**src/rtl/tuner_search_seq_if.sv**
```systemverilog
// Search-PHY and lock-stage handshake bundle for tuner_search_seq.
// master = sequencer side, slave = PHY / lock-stage side.
interface tuner_search_seq_if #(
  parameter int DAC_WIDTH  = 8,
  parameter int ADC_WIDTH  = 8,
  parameter int NUM_TARGET = 4
);
  logic [DAC_WIDTH-1:0]                  o_search_start;
  logic [DAC_WIDTH-1:0]                  o_search_end;
  logic [DAC_WIDTH-1:0]                  o_search_stride;
  logic                                  o_search_trig_val;
  logic                                  i_search_trig_rdy;
  logic                                  i_search_peaks_val;
  logic                                  o_search_peaks_rdy;
  logic [NUM_TARGET-1:0][DAC_WIDTH-1:0]  i_ring_tune_peaks;
  logic [NUM_TARGET-1:0][ADC_WIDTH-1:0]  i_pwr_peaks;
  logic [$clog2(NUM_TARGET):0]           i_peaks_cnt;
  logic                                  o_lock_val;
  logic                                  i_lock_rdy;
  logic [DAC_WIDTH-1:0]                  o_lock_tune;
  logic [ADC_WIDTH-1:0]                  o_lock_pwr;

  modport master (
    output o_search_start, o_search_end, o_search_stride, o_search_trig_val,
    output o_search_peaks_rdy, o_lock_val, o_lock_tune, o_lock_pwr,
    input  i_search_trig_rdy, i_search_peaks_val, i_ring_tune_peaks, i_pwr_peaks,
    input  i_peaks_cnt, i_lock_rdy
  );

  modport slave (
    input  o_search_start, o_search_end, o_search_stride, o_search_trig_val,
    input  o_search_peaks_rdy, o_lock_val, o_lock_tune, o_lock_pwr,
    output i_search_trig_rdy, i_search_peaks_val, i_ring_tune_peaks, i_pwr_peaks,
    output i_peaks_cnt, i_lock_rdy
  );
endinterface

```
**src/rtl/tuner_search_seq.sv**
```systemverilog
// Ring-tuner search sequencer: trigger PHY search, retry on empty lists, select a peak, hand it to lock.
// Optional peaks-wait watchdog enabled by defining TUNER_SEARCH_SEQ_TIMEOUT_EN.
module tuner_search_seq #(
  parameter int DAC_WIDTH      = 8,
  parameter int ADC_WIDTH      = 8,
  parameter int NUM_TARGET     = 4,
  parameter int MAX_RETRY      = 3,
  parameter int TIMEOUT_CYCLES = 4096
) (
  input  logic                            i_clk,
  input  logic                            i_rst_n,
  input  logic                            i_cmd_start,
  input  logic                            i_cmd_abort,
  input  logic                            i_cmd_clear,
  input  logic [DAC_WIDTH-1:0]            i_cfg_start,
  input  logic [DAC_WIDTH-1:0]            i_cfg_end,
  input  logic [DAC_WIDTH-1:0]            i_cfg_stride,
  input  logic                            i_cfg_sel_mode,
  input  logic [$clog2(NUM_TARGET)-1:0]   i_cfg_sel_idx,
  tuner_search_seq_if.master              bus,
  output logic                            o_busy,
  output logic                            o_done,
  output logic                            o_err,
  output logic [1:0]                      o_err_code,
  output logic [$clog2(MAX_RETRY+1)-1:0]  o_retry_cnt,
  output logic [2:0]                      o_mon_state
);
  // state  | meaning
  // IDLE   | waiting for a host start
  // TRIG   | search trigger offered to the PHY
  // WAIT   | waiting for the peak list
  // SELECT | one-cycle scan of the captured peaks
  // LOCK   | selected target offered to the lock stage
  // DONE   | one-cycle success pulse
  // ERR    | held until host clear or abort
  typedef enum logic [2:0] {
    S_IDLE = 3'd0, S_TRIG = 3'd1, S_WAIT = 3'd2, S_SELECT = 3'd3,
    S_LOCK = 3'd4, S_DONE = 3'd5, S_ERR = 3'd6
  } state_t;

  localparam int IDX_W   = $clog2(NUM_TARGET);
  localparam int CNT_W   = IDX_W + 1;
  localparam int RETRY_W = $clog2(MAX_RETRY + 1);

  state_t state_q, state_d;

  logic [DAC_WIDTH-1:0]                 win_start_q, win_end_q, win_stride_q;
  logic                                 mode_q;
  logic [IDX_W-1:0]                     idx_q;
  logic [NUM_TARGET-1:0][DAC_WIDTH-1:0] tune_q;
  logic [NUM_TARGET-1:0][ADC_WIDTH-1:0] pwr_q;
  logic [CNT_W-1:0]                     cnt_q;
  logic [RETRY_W-1:0]                   retry_q;
  logic [1:0]                           err_code_q;
  logic [DAC_WIDTH-1:0]                 lock_tune_q;
  logic [ADC_WIDTH-1:0]                 lock_pwr_q;

  logic                                 retry_left, idx_bad, to_expire;
  logic [IDX_W-1:0]                     best_idx, sel_idx;
  logic [ADC_WIDTH-1:0]                 best_pwr;

  assign retry_left = (retry_q < RETRY_W'(MAX_RETRY));
  assign idx_bad    = mode_q && (CNT_W'(idx_q) >= cnt_q);

`ifdef TUNER_SEARCH_SEQ_TIMEOUT_EN
  localparam int TO_W = $clog2(TIMEOUT_CYCLES + 1);
  logic [TO_W-1:0] to_cnt_q;

  // Reloaded while triggering so each WAIT visit gets the full window.
  always_ff @(posedge i_clk or negedge i_rst_n) begin
    if (!i_rst_n)                                 to_cnt_q <= '0;
    else if (state_q == S_TRIG)                   to_cnt_q <= TO_W'(TIMEOUT_CYCLES - 1);
    else if (state_q == S_WAIT && to_cnt_q != '0) to_cnt_q <= to_cnt_q - 1'b1;
  end

  assign to_expire = (state_q == S_WAIT) && !bus.i_search_peaks_val && (to_cnt_q == '0);
`else
  assign to_expire = 1'b0;
`endif

  // Strict compare keeps the lowest index on equal power.
  always_comb begin
    best_idx = '0;
    best_pwr = pwr_q[0];
    for (int i = 1; i < NUM_TARGET; i++) begin
      if (CNT_W'(i) < cnt_q && pwr_q[i] > best_pwr) begin
        best_idx = IDX_W'(i);
        best_pwr = pwr_q[i];
      end
    end
    sel_idx = mode_q ? idx_q : best_idx;
  end

  always_ff @(posedge i_clk or negedge i_rst_n) begin
    if (!i_rst_n) state_q <= S_IDLE;
    else          state_q <= state_d;
  end

  always_comb begin
    state_d = state_q;
    if (i_cmd_abort) begin
      state_d = S_IDLE;
    end else begin
      case (state_q)
        S_IDLE:   if (i_cmd_start) state_d = S_TRIG;
        S_TRIG:   if (bus.i_search_trig_rdy) state_d = S_WAIT;
        S_WAIT: begin
          if (bus.i_search_peaks_val) state_d = S_SELECT;
          else if (to_expire)         state_d = retry_left ? S_TRIG : S_ERR;
        end
        S_SELECT: begin
          if (cnt_q == '0)  state_d = retry_left ? S_TRIG : S_ERR;
          else if (idx_bad) state_d = S_ERR;
          else              state_d = S_LOCK;
        end
        S_LOCK:   if (bus.i_lock_rdy) state_d = S_DONE;
        S_DONE:   state_d = S_IDLE;
        S_ERR:    if (i_cmd_clear) state_d = S_IDLE;
        default:  state_d = S_IDLE;
      endcase
    end
  end

  always_ff @(posedge i_clk or negedge i_rst_n) begin
    if (!i_rst_n) begin
      win_start_q  <= '0;
      win_end_q    <= '0;
      win_stride_q <= '0;
      mode_q       <= 1'b0;
      idx_q        <= '0;
      tune_q       <= '0;
      pwr_q        <= '0;
      cnt_q        <= '0;
      retry_q      <= '0;
      err_code_q   <= 2'd0;
      lock_tune_q  <= '0;
      lock_pwr_q   <= '0;
    end else if (!i_cmd_abort) begin
      case (state_q)
        S_IDLE: if (i_cmd_start) begin
          win_start_q  <= i_cfg_start;
          win_end_q    <= i_cfg_end;
          win_stride_q <= i_cfg_stride;
          mode_q       <= i_cfg_sel_mode;
          idx_q        <= i_cfg_sel_idx;
          retry_q      <= '0;
          err_code_q   <= 2'd0;
        end
        S_WAIT: begin
          if (bus.i_search_peaks_val) begin
            tune_q <= bus.i_ring_tune_peaks;
            pwr_q  <= bus.i_pwr_peaks;
            cnt_q  <= bus.i_peaks_cnt;
          end else if (to_expire) begin
            if (retry_left) retry_q    <= retry_q + 1'b1;
            else            err_code_q <= 2'd3;
          end
        end
        S_SELECT: begin
          if (cnt_q == '0) begin
            if (retry_left) retry_q    <= retry_q + 1'b1;
            else            err_code_q <= 2'd1;
          end else if (idx_bad) begin
            err_code_q <= 2'd2;
          end else begin
            lock_tune_q <= tune_q[sel_idx];
            lock_pwr_q  <= pwr_q[sel_idx];
          end
        end
        default: ;
      endcase
    end
  end

  assign bus.o_search_start     = win_start_q;
  assign bus.o_search_end       = win_end_q;
  assign bus.o_search_stride    = win_stride_q;
  assign bus.o_search_trig_val  = (state_q == S_TRIG);
  assign bus.o_search_peaks_rdy = (state_q == S_WAIT);
  assign bus.o_lock_val         = (state_q == S_LOCK);
  assign bus.o_lock_tune        = lock_tune_q;
  assign bus.o_lock_pwr         = lock_pwr_q;
  assign o_busy                 = (state_q != S_IDLE);
  assign o_done                 = (state_q == S_DONE);
  assign o_err                  = (state_q == S_ERR);
  assign o_err_code             = err_code_q;
  assign o_retry_cnt            = retry_q;
  assign o_mon_state            = state_q;
endmodule
```
**src/flat_wrapper.sv**
```systemverilog
// flat-port wrapper written by rule: the top's interface ports become plain ports
module tuner_search_seq_flat 
#(
  parameter int DAC_WIDTH      = 8,
  parameter int ADC_WIDTH      = 8,
  parameter int NUM_TARGET     = 4,
  parameter int MAX_RETRY      = 3,
  parameter int TIMEOUT_CYCLES = 4096
)
  (i_clk, i_rst_n, i_cmd_start, i_cmd_abort, i_cmd_clear, i_cfg_start, i_cfg_end, i_cfg_stride, i_cfg_sel_mode, i_cfg_sel_idx, o_busy, o_done, o_err, o_err_code, o_retry_cnt, o_mon_state, bus_o_search_start, bus_o_search_end, bus_o_search_stride, bus_o_search_trig_val, bus_o_search_peaks_rdy, bus_o_lock_val, bus_o_lock_tune, bus_o_lock_pwr, bus_i_search_trig_rdy, bus_i_search_peaks_val, bus_i_ring_tune_peaks, bus_i_pwr_peaks, bus_i_peaks_cnt, bus_i_lock_rdy);
  tuner_search_seq_if #(.DAC_WIDTH(DAC_WIDTH), .ADC_WIDTH(ADC_WIDTH), .NUM_TARGET(NUM_TARGET)) bus_i ();
  input  logic i_clk;
  input  logic i_rst_n;
  input  logic i_cmd_start;
  input  logic i_cmd_abort;
  input  logic i_cmd_clear;
  input  logic [DAC_WIDTH-1:0] i_cfg_start;
  input  logic [DAC_WIDTH-1:0] i_cfg_end;
  input  logic [DAC_WIDTH-1:0] i_cfg_stride;
  input  logic i_cfg_sel_mode;
  input  logic [$clog2(NUM_TARGET)-1:0] i_cfg_sel_idx;
  output logic o_busy;
  output logic o_done;
  output logic o_err;
  output logic [1:0] o_err_code;
  output logic [$clog2(MAX_RETRY+1)-1:0] o_retry_cnt;
  output logic [2:0] o_mon_state;
  output wire logic [$bits(bus_i.o_search_start)-1:0] bus_o_search_start;
  output wire logic [$bits(bus_i.o_search_end)-1:0] bus_o_search_end;
  output wire logic [$bits(bus_i.o_search_stride)-1:0] bus_o_search_stride;
  output wire logic [$bits(bus_i.o_search_trig_val)-1:0] bus_o_search_trig_val;
  output wire logic [$bits(bus_i.o_search_peaks_rdy)-1:0] bus_o_search_peaks_rdy;
  output wire logic [$bits(bus_i.o_lock_val)-1:0] bus_o_lock_val;
  output wire logic [$bits(bus_i.o_lock_tune)-1:0] bus_o_lock_tune;
  output wire logic [$bits(bus_i.o_lock_pwr)-1:0] bus_o_lock_pwr;
  input wire logic [$bits(bus_i.i_search_trig_rdy)-1:0] bus_i_search_trig_rdy;
  input wire logic [$bits(bus_i.i_search_peaks_val)-1:0] bus_i_search_peaks_val;
  input wire logic [$bits(bus_i.i_ring_tune_peaks)-1:0] bus_i_ring_tune_peaks;
  input wire logic [$bits(bus_i.i_pwr_peaks)-1:0] bus_i_pwr_peaks;
  input wire logic [$bits(bus_i.i_peaks_cnt)-1:0] bus_i_peaks_cnt;
  input wire logic [$bits(bus_i.i_lock_rdy)-1:0] bus_i_lock_rdy;
  assign bus_o_search_start = bus_i.o_search_start;
  assign bus_o_search_end = bus_i.o_search_end;
  assign bus_o_search_stride = bus_i.o_search_stride;
  assign bus_o_search_trig_val = bus_i.o_search_trig_val;
  assign bus_o_search_peaks_rdy = bus_i.o_search_peaks_rdy;
  assign bus_o_lock_val = bus_i.o_lock_val;
  assign bus_o_lock_tune = bus_i.o_lock_tune;
  assign bus_o_lock_pwr = bus_i.o_lock_pwr;
  assign bus_i.i_search_trig_rdy = bus_i_search_trig_rdy;
  assign bus_i.i_search_peaks_val = bus_i_search_peaks_val;
  assign bus_i.i_ring_tune_peaks = bus_i_ring_tune_peaks;
  assign bus_i.i_pwr_peaks = bus_i_pwr_peaks;
  assign bus_i.i_peaks_cnt = bus_i_peaks_cnt;
  assign bus_i.i_lock_rdy = bus_i_lock_rdy;
  tuner_search_seq #(.DAC_WIDTH(DAC_WIDTH), .ADC_WIDTH(ADC_WIDTH), .NUM_TARGET(NUM_TARGET), .MAX_RETRY(MAX_RETRY), .TIMEOUT_CYCLES(TIMEOUT_CYCLES)) u_core (.i_clk(i_clk), .i_rst_n(i_rst_n), .i_cmd_start(i_cmd_start), .i_cmd_abort(i_cmd_abort), .i_cmd_clear(i_cmd_clear), .i_cfg_start(i_cfg_start), .i_cfg_end(i_cfg_end), .i_cfg_stride(i_cfg_stride), .i_cfg_sel_mode(i_cfg_sel_mode), .i_cfg_sel_idx(i_cfg_sel_idx), .bus(bus_i), .o_busy(o_busy), .o_done(o_done), .o_err(o_err), .o_err_code(o_err_code), .o_retry_cnt(o_retry_cnt), .o_mon_state(o_mon_state));
endmodule
```
**config.mk**
```make
export PLATFORM = sky130hd
export DESIGN_NAME = tuner_search_seq_flat
export DESIGN_NICKNAME = d
export VERILOG_FILES = /design/src/rtl/tuner_search_seq_if.sv /design/src/rtl/tuner_search_seq.sv /design/src/flat_wrapper.sv
export SDC_FILE = /design/constraint.sdc
export NUM_CORES = 1
export LEC_CHECK = 0
export ABC_CLOCK_PERIOD_IN_PS = 14500
export CORE_MARGIN = 4
export CORE_UTILIZATION = 55
export CTS_BUF_LIST = sky130_fd_sc_hd__clkbuf_4
export DETAILED_ROUTE_END_ITERATION = 10
export GPL_TIMING_DRIVEN = 0
export PLACE_DENSITY = 0.92
export REMOVE_ABC_BUFFERS = 1
export SLEW_MARGIN = 40
export SYNTH_ARGS = -nofsm -noshare
export SYNTH_HDL_FRONTEND = slang
export SYNTH_SLANG_ARGS = --single-unit
```
**constraint.sdc**
```tcl
create_clock -name i_clk -period 14.5 [get_ports i_clk]
set_input_delay 2.175 -clock i_clk [delete_from_list [all_inputs] [get_ports i_clk]]
set_output_delay 2.175 -clock i_clk [all_outputs]
set_load 0.005 [all_outputs]
```
==> results.md <==
* Start point of the worst min-delay path: u_core.bus.o_search_end[7]
* Transition time at the pin with the least slew margin at 0.842 ns
* IR drop worst, VDD at 0.122 mV
* Type of the setup path with the least slack: register to register
* Post-CTS setup repair buffer count at 0
* Per-instance average area after synthesis at 11.4 µm²
* Power density over the cells at 219 mW/mm²
* Worst min-delay path category: register to register
* Area of the die at 0.0129 mm²
* Clock edge transition at the registers on the reported setup and hold paths at 0.10 ns
* MaxCap Viol Count at 0
* Layout cells sized above 1 at 22.0%
* Detailed-routing iteration count for the pre-antenna-repair pass at 4
* Final Critical Period at 6.43 ns
* Hold slack final at 0.515 ns
* Hold-critical path depth at 1
* Source of the worst register-to-register timing path: u_core.pwr_q[3]
* Crit end category: register
* Fraction of synthesis flops using an asynchronous set or reset pin at 100%
* Number of antenna violations at the first check in global routing at 0
* Residual DRC at 0
* Cell taking the most area after synthesis: sky130_fd_sc_hd__dfrtp_1
* Longest individual stage delay on the worst path at 0.68 ns
* Area of the mapped netlist at 0.00613 mm²
* Cell count of the worst reg-to-reg path at 21
* Sequential element share of the synthesized area at 47.7%
* Vertical extent of the die at 114 µm
* Detailed router's first-iteration violation count at 253
* Warnings from Yosys at 0
* Met2 track demand over resource in global routing at 45.2%
* Die width at 114 µm
* Data required time at the worst endpoint at 14.96 ns
* Number of H-tree levels at 4
* Final clock skew at 0.00837 ns
* Flip-flop and latch count after synthesis at 117
* Most frequently used flop master after synthesis: sky130_fd_sc_hd__dfrtp_1
* Num CTS Buffers at 17
* Number of diodes at 0
* Number of enable flip-flop cells after synthesis at 0
* Routed length per instance at 19.4 µm
* Delay-heaviest family, CP: compound AO/OA/AOI/OAI gates
* Number of failing setup endpoints in the final timing report at 0
* Critical-path cell list: inv_1, ha_1, and4_1, nand2_1, and3_1, a41o_2, mux2i_1, ha_1, and4_1, nor3b_1, o21ai_1, nand2_1, a21oi_1, ha_1, nor2b_1, o211ai_1, a2111oi_1, a211o_1, a21o_2, mux2i_1, a221oi_1
* Synth top area share at 47.7%
* Leading cell type by number of instances after synthesis: sky130_fd_sc_hd__dfrtp_1
* Gr busiest metal: met2
* Status: completed
* Arrival time of data at the critical path endpoint at 6.90 ns
* Top cell by count, worst path: sky130_fd_sc_hd__ha_1
* Number of I/O port buffers at 154
* Final core utilization at 74.6%
* Met1 routing resource usage after global routing at 30.3%
* Number of buffer and inverter stages on the critical path at 1
* Critical path fanouts, max at 27
* Total of hold buffers inserted after clock tree synthesis at 0
* Final clock period utilization by the worst path at 44.4%
* Total negative slack at 0 ns
* Setup repair after global routing missed its margin: false
* Global Route Usage Sum at 26.8%
* Hold Path End: u_core.bus.o_search_end[7]
* Overall power at 1.78 mW
* Max-slew violations at 0
* Largest net degree at the start of global routing at 61
* Global-route wire length before repair at 26800 µm
* Worst setup slack for register-to-register paths at 8.07 ns
* Worst reg2reg endpoint: u_core.bus.o_lock_pwr[6]
* Nets@finish at 820
* Relative slew margins at 43.9%
* Area Growth Syn to Fin at 32.4%
* Post-DP HPWL at 12100 µm
* RePlAce Congestion at 0.824
* Number of gates resized after cts at 0
* Top achievable clock speed at 155 MHz
* Count of unique library cells instantiated by Yosys at 53
* Residual overflow from global routing at 0
* Via count of the first global-routing pass at 5481
* Initial Util at 56.3%
* TritonCTS clock tree: done
* CTS Root Buffer Type: sky130_fd_sc_hd__clkbuf_4
* Placeable core area at 0.0109 mm²
* Lkg Pwr at 3.51 nW
* Number of clock sinks seen by CTS at 117
* Remaining antenna violation count at 0
* Startpoint class of the critical path: register
* Buffer levels on the longest clock path at 2
* Crit-path slowest cell: sky130_fd_sc_hd__a211o_1
* Cell types occupying the most area after synthesis: sky130_fd_sc_hd__dfrtp_1 (48%), sky130_fd_sc_hd__mux2_2 (17%), sky130_fd_sc_hd__ha_1 (5.5%)
* Total wirelength of the detailed-routed design at 16400 µm
* Hold violation total from the final report at 0
* Number of vias per cell after detailed routing at 5.78
* Met3 global-route usage at 10.5%
* Leading post-synthesis cells by instance count: sky130_fd_sc_hd__dfrtp_1 (117), sky130_fd_sc_hd__mux2_2 (94), sky130_fd_sc_hd__a211oi_1 (39)
* Vias at 4877
* Io pins at 155
* Clock latency on the worst-skew pair at 0.55 ns
* Standard-cell row count at 38
* Synthesized netlist cell count at 537
report_power, final:
part	leakage [nW]	internal, mW	switching, mW
registers	1.43	0.476	0.138
clock network	0.153	0.117	0.121
logic	1.93	0.452	0.476
total	3.51	1.04	0.734
state kept, by name, indices dropped and copies added, names as in the netlist, 3 cells and up:
| signal | flops |
|---|---|
| u_core.tune_q | 32 |
| u_core.bus.o_lock_tune | 8 |
| u_core.bus.o_search_stride | 8 |
| u_core.bus.o_search_start | 8 |
| u_core.cnt_q | 3 |
| u_core.o_mon_state | 3 |
| u_core.pwr_q | 32 |
| u_core.bus.o_lock_pwr | 8 |
| u_core.bus.o_search_end | 8 |
metal layers:
metal | wire (µm) | vias up
met1 | 6170 | 2407
met2 | 8330 | 172
met4 | 335 | 0
met3 | 1580 | 29
met5 | 0 | -
li1 | - | 2269
layout make-up:
type	count	area, µm²
Multi-Input combinational cell	360	2970
Sequential cell	117	2930
Fill cell	753	2770
Timing Repair Buffer	163	1650
Tap cell	140	175
Clock inverter	14	141
Clock buffer	18	135
Inverter	32	120
cells in the final DEF (no fill, tap or decap), drive strengths merged, types with 2 or more instances in the layout:
master         Yosys  routed
a21o               3       3
buf               20      10
bufinv             0       3
nor3b              5       5
a211oi            39      39
ha                27      27
nor2b             12      12
or2                3       3
a41o               2       2
dfrtp            117     117
nor2              33      33
a221oi             2       2
inv               32      32
nand4              2       2
nand2b             3       3
nand3              3       3
mux2i             19      19
clkbuf             8      18
o21ai             11      11
a21oi             36      36
a2111oi            8       8
nand2             32      32
a311oi             3       3
clkinv             0      10
mux2              94      94
clkdlybuf4s50      0     153
or3                2       2
and4               4       4
nor3               2       2
metrics by stage:
stage	std cells	cell area [µm²]	setup WS [ns]
6_report	844	8120	8.07
5_1_grt	844	8120	7.67
4_1_cts	844	8120	7.94
3_5_place_dp	812	7840	7.99
3_3_place_gp	803	7710	7.02
2_1_floorplan	509	5990	8.90
logic make-up (layout without fill, tap and decap cells):
| group | count (synthesis) | count (layout) | share of synthesized area, % |
|---|---|---|---|
| flops | 117 | 117 | 47.7 |
| compound gates | 113 | 113 | 13.3 |
| mux | 113 | 113 | 20.4 |
| simple gates | 107 | 107 | 8.89 |
| buf+inv | 60 | 227 | 4.26 |
| fa+ha+maj | 27 | 27 | 5.51 |
worst max path at each step:
| stage | start | to | slack (ns) | cells after the start |
|---|---|---|---|---|
| finish | u_core.pwr_q[3] | u_core.bus.o_lock_pwr[6] | 8.07 | 21 |
| global placement | i_rst_n | u_core.tune_q[14] | 7.02 | 1 |
| global route | u_core.pwr_q[3] | u_core.bus.o_lock_pwr[6] | 7.67 | 21 |
| detailed placement | u_core.pwr_q[7] | u_core.bus.o_lock_pwr[6] | 7.99 | 21 |
| floorplan | u_core.pwr_q[7] | u_core.bus.o_lock_pwr[6] | 8.90 | 21 |
| CTS | u_core.pwr_q[7] | u_core.bus.o_lock_pwr[6] | 7.94 | 21 |
(Power assumes the default switching activity.)
==> RTL change, RTL diff (same flow settings) <==
`DAC_WIDTH` is set to 8 in 3 places; all go to 12.
--- a/src/rtl/tuner_search_seq_if.sv
+++ b/src/rtl/tuner_search_seq_if.sv
@@ -3,3 +3,3 @@
 interface tuner_search_seq_if #(
-  parameter int DAC_WIDTH  = 8,
+  parameter int DAC_WIDTH  = 12,
   parameter int ADC_WIDTH  = 8,
--- a/src/rtl/tuner_search_seq.sv
+++ b/src/rtl/tuner_search_seq.sv
@@ -3,3 +3,3 @@
 module tuner_search_seq #(
-  parameter int DAC_WIDTH      = 8,
+  parameter int DAC_WIDTH      = 12,
   parameter int ADC_WIDTH      = 8,
--- a/src/flat_wrapper.sv
+++ b/src/flat_wrapper.sv
@@ -3,3 +3,3 @@
 #(
-  parameter int DAC_WIDTH      = 8,
+  parameter int DAC_WIDTH      = 12,
   parameter int ADC_WIDTH      = 8,
Ports: changed (8 resized); port bits go from 155 to 199. The function was not compared with the original's and may differ.
==> RTL change against the original RTL <==
- power grew 1.4%
- sequential cell count grew 32
- via count grew 23%
- synthesized area grew 24%
- final area grew 24%
- non-clock buffer count grew 49
- synthesized cell count grew 21%
- sequential power grew 8.8%
- worst setup slack gained 0.037 ns
- count of clock-buffer cells in the layout grew 1
- routed wire length grew 24%
- largest cell class is now flip-flops and latches
- highest routed layer unchanged
==> RTL change: results (changes against the original RTL) <==
metric	value	unit	change
DP HPWL	14.79	mm	was 12.10 mm
vias in the first global route	6411		was 5481
RD Place Congestion	0.9934		was 0.8236
leakage	4.374	nW	was 3.515 nW
Port Buffer Count	198		was 154
Reg-to-Reg Start	u_core.pwr_q[7]$_DFFE_PN0P_		was u_core.pwr_q[3]$_DFFE_PN0P_
Async SR Flop Fraction	1.000		unchanged
Worst path top cell family by delay	compound AO/OA/AOI/OAI gates		unchanged
Max Used Layer	met4		unchanged
DR WL met3	1.283	mm	was 1.576 mm
Critical Path Max Stage Delay	0.70	ns	was 0.68 ns
yosys warns	0		unchanged
WL met2	10.74	mm	was 8.326 mm
worst hold margin	0.5079	ns	was 0.5145 ns
drt wl/cell	19.83	µm	was 19.44 µm
Overall Global Routing Usage	0.2620		was 0.2682
Worst-path clk slew	0.14	ns	was 0.10 ns
met2 Usage GRT	0.4508		was 0.4519
maximum vdd ir drop	0.00008601	V	was 0.0001219 V
met1 usage	0.3051		was 0.3027
Worst Setup EP	u_core.bus.o_lock_pwr[3]$_DFFE_PN0P_		was u_core.bus.o_lock_pwr[6]$_DFFE_PN0P_
Num CTS Buffers	17		unchanged
sequential area share after synthesis	0.4919		was 0.4773
nets@finish	994		was 820
CTS Buffer Depth	2		unchanged
met3 Use GR	0.06397		was 0.1050
Worst-Skew Late Latency	0.56	ns	
H-tree Lvls	4		unchanged
hold endpoint	u_core.bus.o_search_start[6]$_DFFE_PN0P_		was u_core.bus.o_search_end[7]$_DFFE_PN0P_
Root Buffer	clkbuf_4		unchanged
Arrival @ worst endpoint	6.85	ns	was 6.90 ns
R2R depth	22		was 21
share of cells above drive strength 1	0.2188		was 0.2202
worst hold start	u_core.bus.o_search_start[6]$_DFFE_PN0P_		was u_core.bus.o_search_end[7]$_DFFE_PN0P_
Yosys cell types	49		was 53
pin count of the biggest net entering global routing	64		was 61
R2R setup slack	8.10	ns	was 8.07 ns
wire length on met1	7.651	mm	was 6.168 mm
Filler cells	885		was 753
synth top area cells	dfrtp_1, mux2_2, ha_1, a211oi_1, mux2i_1		unchanged
biggest regs	u_core.tune_q: 48 flops, u_core.pwr_q: 32 flops		was u_core.pwr_q: 32 flops, u_core.tune_q: 32 flops
antenna violations before repair	1		was 0
Least-Margin Pin Slew	0.8240	ns	was 0.8421 ns
first-pass GRT wire length	32.89	mm	was 26.77 mm
Setup Skew	0.02495	ns	was 0.008370 ns
router iterations before antenna repair	5		was 4
post-CTS sizing	0		unchanged
maxcap violations	0		unchanged
Critical-path top delay cell	a21oi_4		was a211o_1
Avg Vias per Cell	5.821		was 5.778
worst hold path cell count	1		unchanged
crit path max fanout	31		was 27
DR iter-0 viols	348		was 253
status	completed		unchanged
commonest cells in the netlist	dfrtp_1, mux2_2, nand2_1, nor2_1		was dfrtp_1, mux2_2, a211oi_1, nor2_1, nand2_1
[RTL change: cell types whose count changed in the layout (fill, tap and decap cells not counted), moves of 9 or more]
cell,change
a211oi_2,+10
a21oi_1,+14
a21oi_2,-11
clkdlybuf4s50_1,+44
dfrtp_1,+31
mux2_1,+11
mux2_2,+19
nand2_1,+13
nor2_1,+12
nor2b_1,-10
o21ai_0,+9
[RTL change: layout make-up]
class | instances | area [µm²] | share of cell area
multi-input cells | 427 | 3513 | 0.3478
diodes | 1 | 2.502 | 0.0002477
flip-flops and latches | 149 | 3730 | 0.3692
clock buffers | 19 | 142.6 | 0.01412
repair buffers | 212 | 2152 | 0.2130
well taps | 176 | 220.2 | 0.02180
inverters | 30 | 112.6 | 0.01115
clock inverters | 13 | 229.0 | 0.02267
[RTL change: report_power, final]
| part | internal (mW) | total, mW | leakage (nW) | switching, mW |
|---|---|---|---|---|
| Combinational | 0.373 | 0.811 | 2.33 | 0.437 |
| Clock | 0.175 | 0.325 | 0.197 | 0.150 |
| Sequential | 0.551 | 0.668 | 1.85 | 0.117 |
| Total | 1.10 | 1.80 | 4.37 | 0.704 |
[RTL change: per-stage QoR]
step	instance area [µm²]	setup WS, ns	std cells	utilization
floorplan	7312	8.751	606	-
global route	10100	7.808	1027	0.7568
global placement	9514	5.687	980	0.7128
CTS	10100	8.231	1026	0.7566
detailed placement	9727	8.334	994	0.7287
finish	10100	8.102	1027	0.7568
[RTL change: cells by family (layout without fill, tap and decap cells)]
kind of cell,after synthesis,after routing,share of synthesized area
mux,144,144,0.2106
compound gates,134,134,0.1293
fa+ha+maj,27,27,0.04457
simple gates,122,122,0.07346
buf+inv,72,274,0.05018
other cells,0,1,0
flops,149,149,0.4919
